--- config.mk ---
export PLATFORM = sky130hd
export DESIGN_NAME = conv2_sched
export DESIGN_NICKNAME = d
export VERILOG_FILES = /design/src/rtl/conv2_sched.sv
export SDC_FILE = /design/constraint.sdc
export NUM_CORES = 1
export LEC_CHECK = 0
export BUFFER_PORTS_ARGS = -buffer_cell sky130_fd_sc_hd__buf_2
export CORE_MARGIN = 2
export CORE_UTILIZATION = 45
export DETAILED_ROUTE_END_ITERATION = 10
export PLACE_DENSITY = 0.6
export SLEW_MARGIN = 25
export SYNTH_ARGS = -nofsm -noshare
export SYNTH_HDL_FRONTEND = slang
export SYNTH_SLANG_ARGS = --single-unit
--- constraint.sdc ---
create_clock -name clk -period 16.3 [get_ports clk]
set_clock_uncertainty 0.1 [all_clocks]
set_input_delay 0.815 -clock clk [delete_from_list [all_inputs] [get_ports clk]]
set_output_delay 0.815 -clock clk [all_outputs]
set_load 0.03 [all_outputs]
--- src/rtl/conv2_sched.sv ---
// rtl/conv2_sched.sv - conv2 layer sequencer: 3 out channels x 8x8 pixels, 5x5 kernel MAC walk
// Optional CONV2_SCHED_STALL_CNT_EN adds stall_cnt (WRITE cycles spent waiting on wr_ready).
module conv2_sched #(
  parameter int IMG_W   = 12,
  parameter int K       = 5,
  parameter int OUT_CH  = 3,
  parameter int MAC_LAT = 2
) (
  input  logic        clk,
  input  logic        reset,
  input  logic        start,
  input  logic        wr_ready,
  output logic        busy,
  output logic        done,
  output logic        mac_clr,
  output logic        mac_en,
  output logic [7:0]  in_addr,
  output logic [6:0]  w_addr,
  output logic        out_we,
  output logic [5:0]  out_addr,
  output logic [1:0]  out_ch
`ifdef CONV2_SCHED_STALL_CNT_EN
  ,
  output logic [15:0] stall_cnt
`endif
);

  localparam int OUT_W = IMG_W - K + 1;
  localparam logic [7:0] CH_MAX  = 8'(OUT_CH - 1);
  localparam logic [7:0] OW_MAX  = 8'(OUT_W - 1);
  localparam logic [7:0] K_MAX   = 8'(K - 1);
  localparam logic [7:0] LAT_MAX = 8'(MAC_LAT - 1);

  typedef enum logic [2:0] {IDLE, CLEAR, MAC, DRAIN, WRITE, DONE} state_t;

  state_t     state, state_n;
  logic [7:0] ch, oy, ox, ky, kx, lat;
  logic [7:0] ch_n, oy_n, ox_n, ky_n, kx_n, lat_n;
  logic       last_pix;

  assign last_pix = (ch == CH_MAX) && (oy == OW_MAX) && (ox == OW_MAX);

  always_comb begin
    state_n = state;
    ch_n    = ch;
    oy_n    = oy;
    ox_n    = ox;
    ky_n    = ky;
    kx_n    = kx;
    lat_n   = lat;
    case (state)
      IDLE: if (start) state_n = CLEAR;
      CLEAR: state_n = MAC;
      MAC: begin
        // On the final tap ky/kx are left at K-1 so addresses hold through DRAIN/WRITE.
        if (kx == K_MAX) begin
          if (ky == K_MAX) begin
            state_n = DRAIN;
            lat_n   = 8'd0;
          end else begin
            kx_n = 8'd0;
            ky_n = ky + 8'd1;
          end
        end else begin
          kx_n = kx + 8'd1;
        end
      end
      DRAIN: begin
        if (lat == LAT_MAX) state_n = WRITE;
        else                lat_n   = lat + 8'd1;
      end
      WRITE: begin
        if (wr_ready) begin
          ky_n  = 8'd0;
          kx_n  = 8'd0;
          lat_n = 8'd0;
          if (ox == OW_MAX) begin
            ox_n = 8'd0;
            if (oy == OW_MAX) begin
              oy_n = 8'd0;
              ch_n = (ch == CH_MAX) ? 8'd0 : ch + 8'd1;
            end else begin
              oy_n = oy + 8'd1;
            end
          end else begin
            ox_n = ox + 8'd1;
          end
          state_n = last_pix ? DONE : CLEAR;
        end
      end
      DONE: begin
        state_n = IDLE;
        ch_n    = 8'd0;
        oy_n    = 8'd0;
        ox_n    = 8'd0;
        ky_n    = 8'd0;
        kx_n    = 8'd0;
        lat_n   = 8'd0;
      end
      default: state_n = IDLE;
    endcase
  end

  // Outputs are registered from next-state values so they line up with the state they describe.
  always_ff @(posedge clk) begin
    if (reset) begin
      state    <= IDLE;
      ch       <= 8'd0;
      oy       <= 8'd0;
      ox       <= 8'd0;
      ky       <= 8'd0;
      kx       <= 8'd0;
      lat      <= 8'd0;
      busy     <= 1'b0;
      done     <= 1'b0;
      mac_clr  <= 1'b0;
      mac_en   <= 1'b0;
      out_we   <= 1'b0;
      in_addr  <= 8'd0;
      w_addr   <= 7'd0;
      out_addr <= 6'd0;
      out_ch   <= 2'd0;
    end else begin
      state    <= state_n;
      ch       <= ch_n;
      oy       <= oy_n;
      ox       <= ox_n;
      ky       <= ky_n;
      kx       <= kx_n;
      lat      <= lat_n;
      busy     <= (state_n != IDLE);
      done     <= (state_n == DONE);
      mac_clr  <= (state_n == CLEAR);
      mac_en   <= (state_n == MAC);
      out_we   <= (state_n == WRITE);
      in_addr  <= 8'((32'(oy_n) + 32'(ky_n)) * 32'(IMG_W) + 32'(ox_n) + 32'(kx_n));
      w_addr   <= 7'(32'(ch_n) * 32'(K * K) + 32'(ky_n) * 32'(K) + 32'(kx_n));
      out_addr <= 6'(32'(oy_n) * 32'(OUT_W) + 32'(ox_n));
      out_ch   <= 2'(ch_n);
    end
  end

`ifdef CONV2_SCHED_STALL_CNT_EN
  always_ff @(posedge clk) begin
    if (reset) begin
      stall_cnt <= 16'd0;
    end else if (state == IDLE && start) begin
      stall_cnt <= 16'd0;
    end else if (state == WRITE && !wr_ready && stall_cnt != 16'hFFFF) begin
      stall_cnt <= stall_cnt + 16'd1;
    end
  end
`endif

endmodule

Word-level counts from Yosys, hierarchy flattened
Cells that the tools add are included.
- word-level logic and storage cells: 88
- input bits: 4
- bits in registers: 79
- output and inout port bits: 28
- reduce and logical (&&, ||, !) cells: 6
- mux-type cells: 32
- add/sub/neg operators: 12
- multiply operators: 3
- equal/unequal tests: 19
- operators by type and width (operator ; number):
    $mux 8 ; 19
    $add 8x1->8 const B ; 6
    $pmux 8 s2 ; 3
    $pmux 8 s3 ; 2
    $eq 8x3->1 const B ; 4
    $pmux 8 s4 ; 1
    $mux 3 ; 6
    $add 8x8->8 ; 2
    $pmux 3 s5 ; 1
    $add 7x7->7 ; 2
    $eq 3x3->1 const B ; 4
    $add 8x8->9 ; 1
    $eq 3x2->1 const B ; 3
    $mul 9x2->6 const B ; 1
    $eq 8x1->1 const B ; 1
    $eq 8x2->1 const B ; 1
    $mul 8x3->7 const B ; 1
    $mul 8x5->7 const B ; 1
    $ne 2x2->1 const B ; 4
    $add 6x6->6 ; 1
    $eq 3x1->1 const B ; 2
    $reduce_and 5->1 ; 1
    $reduce_bool 4->1 ; 1
    $logic_not 3->1 ; 1
    2 further kinds ; 3

Depth between registers and ports, before layout
- depth in word-level cells: 9
- mapped depth: 24
- depth with buffers taken out: 23

Worst setup path after synthesis
Ideal clock, no wire load.
- kind: input to register
- start point: in wr_ready
- end point: reg w_addr[6]
- path buffers: 0
- stages: 18
- library setup time: 0.065 ns
- data required time: 16.135 ns
- arrival: 5.663 ns
- slack: 10.471 ns
- cell sequence: nor4b_1 -> nand4_1 -> or4_1 -> nor2b_1 -> o21ai_0 -> o31ai_1 -> ha_1 -> fa_1 -> inv_1 -> fa_1 -> fa_1 -> inv_1 -> ha_1 -> a21oi_1 -> xnor2_1 -> xnor3_2 -> xnor3_1 -> nor2_1
- longest elaborated chain between the ends: 5
- elaborated cells on any way between the ends: 10
- those cells by class: add/sub (2); mul (2); mux (6)
- RTL lines (item ; line ; source):
    start, declared ; 12 ; input logic wr_ready,
    $mux 8 ; 73 ; if (wr_ready) begin
    $pmux 8 s2 ; 51 ; case (state)
    via ch_n[5] ; 38 ; logic [7:0] ch_n, oy_n, ox_n, ky_n, kx_n, lat_n;
    $mul 8x5->7 ; 137 ; w_addr <= 7'(32'(ch_n) * 32'(K * K) + 32'(ky_n) * 32'(K) + 32'(kx_n));
    $add 7x7->7 (2 in a row) ; 137 ;
    end signal, assigned ; 137 ;
    end, declared ; 18 ; output logic [6:0] w_addr,
The timed path passes the listed nets, and every way through them passes these cells.
A chain may end at the register's enable or synchronous reset.

Worst setup path in the final report
Ends and elaborated chain as after synthesis.

==> metrics.txt <==
largest net degree at the start of global routing 65; CTS tree yes; die height 112 µm; period utilization 0.388; P_sw 0.0947 mW; post-synthesis net count 676; final setup vio count 0; Rows 39; number of global-route vias before repair 4,122; Post-synth EDFFs 0; power per cell area 70.1 mW/mm²; post-CTS setup buffers 0; CP cell instances buf_2, nor4b_1, nand4_1, or4_1, nor2b_1, o21ai_0, o31ai_1, ha_1, fa_1, inv_1, fa_1, fa_1, inv_1, ha_1, a21oi_1, xnor2_1, xnor3_2, xnor3_1, nor2_1; Final GP Congestion 0.917; Place WS 9.66 ns; Initial Utilization 0.458; DR vias/cell 5.59; first-pass GRT wire length 20.6 mm; Routed Antenna Nets 0; switching part of the total 0.235; DIE WIDTH 112 µm; Critical Setup Path Class input port to flop; hold slack 0.413 ns; Logic pwr share 0.059; Clock Sinks 74; Syn Inst Count 599; endpoint class of the critical path flop; DRC 0; final net count 698; Root Buffer Master clkbuf_16; TNS Setup 0 ns; post-DP HPWL 9.31 mm; Core Box Area 0.0114 mm²; WP data required 16.48 ns; commonest non-fill, non-tap cells in the layout dfxtp_1 (74), nor2_1 (55), ha_1 (53); FFs w/ async S/R, synth 0; initial DRC count 403; FF-to-FF Start kx[0]$_SDFF_PP0_; First-pass DRT Iterations 4; area grow syn2layout 10.4%; slowest CP cell or4_1; Vias 4,295; run status complete, no violations; number of CTS-inserted buffers 9; number of fill cells 1,102; transition time of the tightest slew-check pin 0.955 ns; hold_sp lat[5]$_SDFFE_PP0P_; Hold WC Path Type flop to flop; Port Buf Inserts 31; Yosys cell types 60; die area 0.0125 mm²; CP arrival 6.51 ns; commonest non-fill, non-tap cell in the layout dfxtp_1; post-synthesis sequential area ratio 0.284; IO Pins 32; Final Util 0.506; Diodes inserted 0; ys flop type dfxtp_1; FMAX 0.158 GHz; Post-Route WL 12.4 mm; mapped cell area 0.00521 mm²; Slew Limit Fails 0; final hold vios 0; CTS resizes 0; Clock Path Buffers 2; crit path time final 6.33 ns; Global Route Usage Sum 0.208; Worst Path Max Fanout 15; Routed WL per cell 16.2 µm; initial antenna violation count 0; Max IR drop VDD 0.0000632 V; Critical Path Max Stage Delay 0.66 ns; Syn Area/Cell 8.70 µm²; H-Tree Level Count 3; Cell Int Power 0.309 mW; crit start category input port; CTS Hold Bufs 0; Worst Setup SP wr_ready; share of cells above drive strength 1 0.0976; max_cap viols 0; Seq pwr share 0.459; CTS clk-pin slew, worst paths 0.06 ns; Syn. warnings 0; Top cell by count, worst path fa_1; max_slew headroom 0.362; worst-skew pair later-pin latency 0.34 ns; Clk network pwr share 0.482; gr ovfl total 0; #FFs+latches synth 74; Pleak 2.68 nW; RSZ-0062 raised after global routing no; post-route setup slack 9.97 ns
power by group through the flow:
stage / logic (mW) / clock network [mW] / registers (mW)
final: 0.0240 / 0.194 / 0.185
after global routing: 0.0265 / 0.205 / 0.186
after CTS: 0.0240 / 0.200 / 0.185
after detailed placement: 0.0238 / 0 / 0.189
after global placement: 0.0233 / 0 / 0.189
after floorplan: 0.0154 / 0 / 0.191
state kept, by name (all words and copies together) (netlist names), named ones only:
| signal | cells |
|---|---|
| in_addr | 8 |
| kx | 8 |
| lat | 8 |
| ky | 7 |
| w_addr | 7 |
| ch | 6 |
| out_addr | 6 |
| oy | 6 |
| ox | 5 |
| state | 3 |
| busy | 1 |
| done | 1 |
| mac_clr | 1 |
| mac_en | 1 |
| out_ch | 1 |
| out_we | 1 |
worst paths after layout:
kind / to / slack [ns] / cells past startpoint
worst max-delay path: w_addr[6]$_SDFF_PP0_ / 9.97 / 19
worst min-delay path: lat[5]$_SDFFE_PP0P_ / 0.41 / 2
worst max register to register: in_addr[7]$_SDFF_PP0_ / 10.11 / 21
worst min register to register: lat[5]$_SDFFE_PP0P_ / 0.41 / 2
routing by layer:
layer  up-vias  global-route usage  wire [µm]
met4         0              0.0733        229
met3        16              0.0386        530
met5         -                   0          0
li1       2128                   -          -
met2        93               0.345       5910
met1      2058               0.273       5730
critical path: cells and delay by family:
family	cells	cell delay, ns
AOI/OAI and AO/OA	3	0.45
xor gates and xnor gates	3	0.76
and+or+nand+nor	5	1.95
buffers and inverters	3	0.34
adders and majority gates	5	2.18
Yosys cell counts (3+ instances only):
| master | count | share of area |
|---|---|---|
| nor2_1 | 55 | 0.040 |
| nand2b_1 | 4 | 0.0048 |
| nor2b_1 | 38 | 0.046 |
| o21ai_0 | 39 | 0.037 |
| nor4_1 | 3 | 0.0036 |
| buf_4 | 5 | 0.0072 |
| a21o_1 | 12 | 0.017 |
| nand2_1 | 45 | 0.032 |
| a21oi_1 | 27 | 0.026 |
| o31ai_1 | 8 | 0.012 |
| a22o_1 | 3 | 0.0050 |
| nor3_1 | 9 | 0.0086 |
| inv_1 | 47 | 0.034 |
| and4_1 | 4 | 0.0067 |
| and2_1 | 3 | 0.0036 |
| or3_1 | 6 | 0.0072 |
| nor4b_1 | 6 | 0.010 |
| a22oi_1 | 4 | 0.0058 |
| clkbuf_1 | 15 | 0.011 |
| nor4bb_1 | 3 | 0.0058 |
| or3b_2 | 3 | 0.0050 |
| ha_1 | 53 | 0.13 |
| dfxtp_1 | 74 | 0.28 |
| o211ai_1 | 3 | 0.0043 |
| xor2_1 | 13 | 0.022 |
| nand4_1 | 9 | 0.011 |
| xnor3_1 | 4 | 0.017 |
| xnor2_1 | 18 | 0.030 |
| nand3_1 | 15 | 0.014 |
| and3_1 | 6 | 0.0072 |
| or4_1 | 3 | 0.0043 |
| fa_1 | 20 | 0.077 |
| a31oi_1 | 9 | 0.011 |
final cells by class:
cell class	instances	area, µm²	share of cell area
Multi-Input combinational cell	454	3440	0.598
Inverter	47	176	0.0306
Clock buffer	13	280	0.0487
Tap cell	143	179	0.0311
Timing Repair Buffer	35	185	0.0322
Clock inverter	2	10.0	0.00174
Sequential cell	74	1480	0.257
metrics by stage:
step           total power [mW]  std cells  instance area [µm²]
3_5_place_dp              0.213        753                 5470
2_1_floorplan             0.206        599                 5210
3_3_place_gp              0.213        753                 5460
6_report                  0.404        768                 5760
4_1_cts                   0.409        768                 5760
5_1_grt                   0.417        768                 5760
cells by family (layout without fill, tap and decap cells):
kind of cell | Yosys count | count (layout) | synth area share
buffers and inverters | 71 | 97 | 0.0564
XOR/XNOR | 37 | 37 | 0.0785
flip-flops | 74 | 74 | 0.284
adder cells (fa/ha/maj) | 73 | 73 | 0.204
AND/OR/NAND/NOR | 221 | 221 | 0.228
AO/OA/AOI/OAI | 121 | 121 | 0.145
multiplexers | 2 | 2 | 0.00384
Note: power is estimated with default switching activity, not from simulation.
